`config.mk`:
```
export PLATFORM = sky130hd
export DESIGN_NAME = td4x_core
export DESIGN_NICKNAME = d
export VERILOG_FILES = /design/src/rtl/td4x_core.sv
export SDC_FILE = /design/constraint.sdc
export NUM_CORES = 1
export LEC_CHECK = 0
export BUFFER_PORTS_ARGS = -buffer_cell sky130_fd_sc_hd__buf_4
export CORE_MARGIN = 5
export CORE_UTILIZATION = 30
export CTS_BUF_LIST = sky130_fd_sc_hd__clkbuf_4
export CTS_CLUSTER_DIAMETER = 60
export CTS_CLUSTER_SIZE = 40
export DETAILED_ROUTE_END_ITERATION = 16
export SYNTH_ARGS = -nofsm -noshare
export SYNTH_HDL_FRONTEND = slang
export SYNTH_SLANG_ARGS = --single-unit
export TNS_END_PERCENT = 1
```
`constraint.sdc`:
```
create_clock -name i_clock -period 3.1 [get_ports i_clock]
set_input_delay 0.155 -clock i_clock [delete_from_list [all_inputs] [get_ports i_clock]]
set_output_delay 0.155 -clock i_clock [all_outputs]
set_load 0.03 [all_outputs]
```
`src/rtl/td4x_core.sv`:
```
// -----------------------------------------------------------------------------
// td4x_core
//   TD4-style accumulator CPU core with a req/ack instruction fetch port.
//   The core fetches one instruction per handshake, then executes it in a
//   single cycle. It keeps A/B registers plus carry and zero flags, and it
//   drives a latched LED output port with a write strobe. The instruction
//   set adds SUB, JZ, OUT A and HALT/resume to the original TD4 set.
//
// Parameters
//   DATA_W  width of A, B, LED, switch port and immediate (must be >= ADDR_W)
//   ADDR_W  width of the instruction pointer / fetch address
//
// Ports
//   i_clock        rising-edge clock
//   i_reset_n      asynchronous active-low reset
//   o_fetch_req    fetch request, held until i_fetch_ack
//   o_fetch_addr   fetch address (= IP), stable while o_fetch_req is high
//   i_fetch_ack    i_fetch_data is valid this cycle (ignored unless requesting)
//   i_fetch_data   instruction word: {opcode[3:0], imm[DATA_W-1:0]}
//   i_switch       input port, read by IN A / IN B
//   i_resume       level input that leaves the HALT state
//   o_led          output port register
//   o_led_strobe   one-cycle pulse in the cycle after an OUT instruction
//   o_halted       high while the core is in the HALT state
// -----------------------------------------------------------------------------
module td4x_core #(
    parameter int DATA_W = 4,
    parameter int ADDR_W = 4
) (
    input  logic                i_clock,
    input  logic                i_reset_n,
    output logic                o_fetch_req,
    output logic [ADDR_W-1:0]   o_fetch_addr,
    input  logic                i_fetch_ack,
    input  logic [DATA_W+3:0]   i_fetch_data,
    input  logic [DATA_W-1:0]   i_switch,
    input  logic                i_resume,
    output logic [DATA_W-1:0]   o_led,
    output logic                o_led_strobe,
    output logic                o_halted
);

    localparam int INSTR_W = 4 + DATA_W;

    typedef enum logic [1:0] {
        ST_FETCH = 2'd0,
        ST_EXEC  = 2'd1,
        ST_HALT  = 2'd2
    } state_t;

    state_t              r_state;
    logic [DATA_W-1:0]   r_a;
    logic [DATA_W-1:0]   r_b;
    logic [ADDR_W-1:0]   r_ip;
    logic                r_cf;
    logic                r_zf;
    logic [INSTR_W-1:0]  r_ir;
    logic [DATA_W-1:0]   r_led;
    logic                r_led_strobe;
    logic                r_halted;
    logic                r_fetch_req;

    // Instruction decode fields
    logic [3:0]          w_opcode;
    logic [DATA_W-1:0]   w_imm;
    logic [ADDR_W-1:0]   w_target;
    logic [ADDR_W-1:0]   w_ip_inc;

    // Arithmetic results carry one extra bit: carry-out for ADD, borrow for SUB
    logic [DATA_W:0]     w_add_a;
    logic [DATA_W:0]     w_add_b;
    logic [DATA_W:0]     w_sub_a;

    assign w_opcode = r_ir[INSTR_W-1 -: 4];
    assign w_imm    = r_ir[DATA_W-1:0];
    assign w_target = w_imm[ADDR_W-1:0];
    assign w_ip_inc = r_ip + ADDR_W'(1);

    assign w_add_a  = {1'b0, r_a} + {1'b0, w_imm};
    assign w_add_b  = {1'b0, r_b} + {1'b0, w_imm};
    assign w_sub_a  = {1'b0, r_a} - {1'b0, w_imm};

    always_ff @(posedge i_clock or negedge i_reset_n) begin
        if (!i_reset_n) begin
            r_state      <= ST_FETCH;
            r_a          <= '0;
            r_b          <= '0;
            r_ip         <= '0;
            r_cf         <= 1'b0;
            r_zf         <= 1'b0;
            r_ir         <= '0;
            r_led        <= '0;
            r_led_strobe <= 1'b0;
            r_halted     <= 1'b0;
            r_fetch_req  <= 1'b0;
        end else begin
            r_led_strobe <= 1'b0;
            case (r_state)
                ST_FETCH: begin
                    // Only an ack seen while the request is already out counts;
                    // a stale ack held across reset release is ignored here.
                    if (r_fetch_req && i_fetch_ack) begin
                        r_ir        <= i_fetch_data;
                        r_fetch_req <= 1'b0;
                        r_state     <= ST_EXEC;
                    end else begin
                        r_fetch_req <= 1'b1;
                    end
                end

                ST_EXEC: begin
                    // Defaults: fall through to next word, flags cleared.
                    // Branches below read r_cf/r_zf before these take effect.
                    r_ip    <= w_ip_inc;
                    r_cf    <= 1'b0;
                    r_zf    <= 1'b0;
                    r_state <= ST_FETCH;
                    case (w_opcode)
                        4'b0000: begin  // ADD A,imm
                            r_a  <= w_add_a[DATA_W-1:0];
                            r_cf <= w_add_a[DATA_W];
                            r_zf <= (w_add_a[DATA_W-1:0] == '0);
                        end
                        4'b0101: begin  // ADD B,imm
                            r_b  <= w_add_b[DATA_W-1:0];
                            r_cf <= w_add_b[DATA_W];
                            r_zf <= (w_add_b[DATA_W-1:0] == '0);
                        end
                        4'b1000: begin  // SUB A,imm (cf = borrow)
                            r_a  <= w_sub_a[DATA_W-1:0];
                            r_cf <= w_sub_a[DATA_W];
                            r_zf <= (w_sub_a[DATA_W-1:0] == '0);
                        end
                        4'b0011: r_a <= w_imm;       // MOV A,imm
                        4'b0111: r_b <= w_imm;       // MOV B,imm
                        4'b0001: r_a <= r_b;         // MOV A,B
                        4'b0100: r_b <= r_a;         // MOV B,A
                        4'b0010: r_a <= i_switch;    // IN A
                        4'b0110: r_b <= i_switch;    // IN B
                        4'b1111: r_ip <= w_target;   // JMP
                        4'b1110: if (!r_cf) r_ip <= w_target;  // JNC
                        4'b1010: if (r_zf)  r_ip <= w_target;  // JZ
                        4'b1001: begin  // OUT B
                            r_led        <= r_b;
                            r_led_strobe <= 1'b1;
                        end
                        4'b1011: begin  // OUT imm
                            r_led        <= w_imm;
                            r_led_strobe <= 1'b1;
                        end
                        4'b1101: begin  // OUT A
                            r_led        <= r_a;
                            r_led_strobe <= 1'b1;
                        end
                        4'b1100: begin  // HALT: IP already advanced to next word
                            r_state  <= ST_HALT;
                            r_halted <= 1'b1;
                        end
                    endcase
                end

                ST_HALT: begin
                    if (i_resume) begin
                        r_state  <= ST_FETCH;
                        r_halted <= 1'b0;
                    end
                end

                default: begin
                    r_state <= ST_FETCH;
                end
            endcase
        end
    end

    assign o_fetch_req  = r_fetch_req;
    assign o_fetch_addr = r_ip;
    assign o_led        = r_led;
    assign o_led_strobe = r_led_strobe;
    assign o_halted     = r_halted;

endmodule
```
==> metrics.txt <==
placed cells 363; largest cells by area after synthesis dfrtp_1 35%, ha_1 7.3%, nand2_1 5.7%, nor2_1 4.2%, o21ai_1 3.1%; share of the synthesized area in the top cell type 34.8%; P_sw 0.00147 W; hold path startpoint i_fetch_data[2]; Async SR Flop Fraction 100%; gpl congestion 0.814; HP Class input pin to flip-flop; post-synthesis cell area 0.00223 mm^2; Power Density 1140 mW/mm^2; Syn. warnings 0; worst relative slew slack 31.1%; CTS tree done; CP max stage cell dfrtp_1; total iterations of the first detailed-routing run 4; Hold Path Depth 3; CP delay by family, top flip-flops; most frequent cell after synthesis nand2_1; CORE AREA 0.00725 mm^2; Post-route DRC 0; initial antenna violation count 0; post-DR wirelength/cell 15.1 um; H-Tree Depth 2; Max VDD drop 0.000429 V; Combinational Power Share 61.0%; R2R Setup Slk 0.93 ns; hold worst-path end r_ir[2]; initial DRC count 113; Max Slew Vio Count 0; Post-synth EDFFs 0; R2R Path Start r_ir[2]; Period minus WS final 2.17 ns; post-CTS setup buffer count 0; total number of vias 1919; final hold vios 0; PostCTS Resize Cnt 0; Mapped Cells 254; Top FF cell, synth dfrtp_1; Vias per Instance 5.16; Worst setup EP type flip-flop; critical path required time 3.38 ns; crit path buf inv count 1; Tcrit/Tclk final 70.1%; fin nets 305; CP Max Fanout 7; clock skew 0.0135 ns; Die H 96.3 um; Starting Density 30.8%; cell-internal power 0.00142 W; cell taking the most area after synthesis dfrtp_1; top post-synthesis cells by count 34 x nand2_1, 31 x dfrtp_1, 25 x nor2_1, 14 x o21ai_1; Mapped Nets 286; Clock Path Buffers 2; Worst-Margin Slew 1.03 ns; clk sinks 31; Root Buffer clkbuf_4; Die X 96.3 um; Placed Area 0.00247 mm^2; antenna violation net count after detailed routing 0; Switching Share 50.7%; Reg power frac 31.2%; vias in the first global route 1868; Seq/Total Area, Yosys 34.8%; Die Footprint 0.00927 mm^2; clk_lat worst skew 0.34 ns; Reg clk slew, reported paths 0.10 ns; pin count of the biggest net entering global routing 36; status completed; PortBufs 26; Finished Layout Cells 372; routed wire length 5.63 mm; Post-DP HPWL 4.23 mm; total gr overflow 0; post-route cell area 0.00253 mm^2; GRT Total Usage 13.3%; CP cell instances inv_1 > ha_1 > nor2_1 > a221oi_2 > xor2_1 > nor4_1 > a41o_1; I/O Pins 27; Num CTS Buffers 5; Area Overhead vs Synth 13.5%; share of layout cells above drive strength 1 16.1%; clock power share 7.8%; std cell rows 31; Unique masters post-synth 54; Final setup viols 0; worst reg2reg path depth 7; antenna cell count 0; TNS Setup 0 ns; max cap viols 0; Crit path largest cell delay 0.53 ns; RSZ-0062 raised after global routing false; crit start category flip-flop; Seq cells post-synth 31; R2R Path End r_zf; critical path type flip-flop to flip-flop; Lkg Pwr 1.09 nW; first-pass GRT wire length 9.44 mm; synthesized area per cell 8.79 um^2; CTS Hold Buffers Added 2; fmax 0.460 GHz; CP Data Arrival Time 2.45 ns
[placed cells by master (no fill, tap or decap), types with 3 or more instances in the layout]
master and count:
xor2_1 3, nand3_1 4, inv_1 13, nand2b_1 3, nor3b_1 3, o21ai_1 14, dfrtp_1 31, nor4_1 4
ha_1 13, mux2i_1 4, mux2_2 5, nand2_1 34, o311ai_0 3, fa_1 3, o21ai_0 8, and3_1 5
o2111ai_1 3, o311a_1 3, a21oi_1 10, buf_4 28, nor2_1 25, clkbuf_4 5, o22ai_1 5
[power groups by stage]
stage	Clock [W]	Combinational, W	Sequential [W]
finish	0.000225	0.00176	0.000902
global placement	0	0.00174	0.000899
floorplan	0	0.00140	0.000844
detailed placement	0	0.00176	0.000908
CTS	0.000233	0.00177	0.000899
global route	0.000247	0.00199	0.000946
[layout make-up]
class / count / area (um^2)
Sequential cell: 31 / 776
Clock inverter: 2 / 8.76
Inverter: 15 / 56.3
Fill cell: 777 / 4720
Timing Repair Buffer: 30 / 230
Multi-Input combinational cell: 190 / 1300
Tap cell: 99 / 124
Clock buffer: 5 / 37.5
[worst reg2reg max path: stages (launching register included)]
cell and delay (ns):
dfrtp_1 0.53, inv_1 0.11, ha_1 0.46, nor2_1 0.10, a221oi_2 0.26, xor2_1 0.10, nor4_1 0.34, a41o_1 0.23
[worst max-delay path by stage]
stage,startpoint,endpoint,cells past startpoint
after floorplan,r_ir[0],r_b[2],7
after global placement,r_ir[0],r_cf,8
after detailed placement,r_ir[2],r_zf,7
after CTS,r_ir[2],r_zf,7
after global routing,r_ir[2],r_zf,7
final,r_ir[2],r_zf,7
[sequential cells by signal, indices dropped and copies added (netlist names)]
signal / count
r_zf: 1
o_halted: 1
r_state: 2
r_a: 4
r_b: 4
r_ir: 8
r_cf: 1
o_led_strobe: 1
o_fetch_addr: 4
o_fetch_req: 1
o_led: 4
[cell families after synthesis]
group                    share of synthesized area, %
AND/OR/NAND/NOR                                  19.6
AO/OA/AOI/OAI                                    20.0
buffers and inverters                            6.95
flip-flops                                       34.8
adder cells (fa/ha/maj)                          9.98
multiplexers                                     6.84
XOR/XNOR                                         1.96
[per-layer routing]
layer	up-vias	part of all wire (%)	global-route usage, %
met2	48	48	21.1
met1	910	46	17.7
li1	953	-	-
met5	-	0	0
met4	0	1.5	4.98
met3	8	4.6	2.66
[metrics by stage]
stage | hold slack [ns] | setup WS (ns) | util, % | power (W)
6_report | 0.0276 | 0.928 | 34.9 | 0.00289
5_1_grt | 0.0270 | 0.748 | 34.9 | 0.00318
4_1_cts | 0.0133 | 0.924 | 34.9 | 0.00290
3_5_place_dp | 0.124 | 0.958 | 34.0 | 0.00267
3_3_place_gp | 0.124 | 0.958 | 34.0 | 0.00264
2_1_floorplan | -0.141 | 1.26 | - | 0.00224
Power figures use the tool's default switching activity.
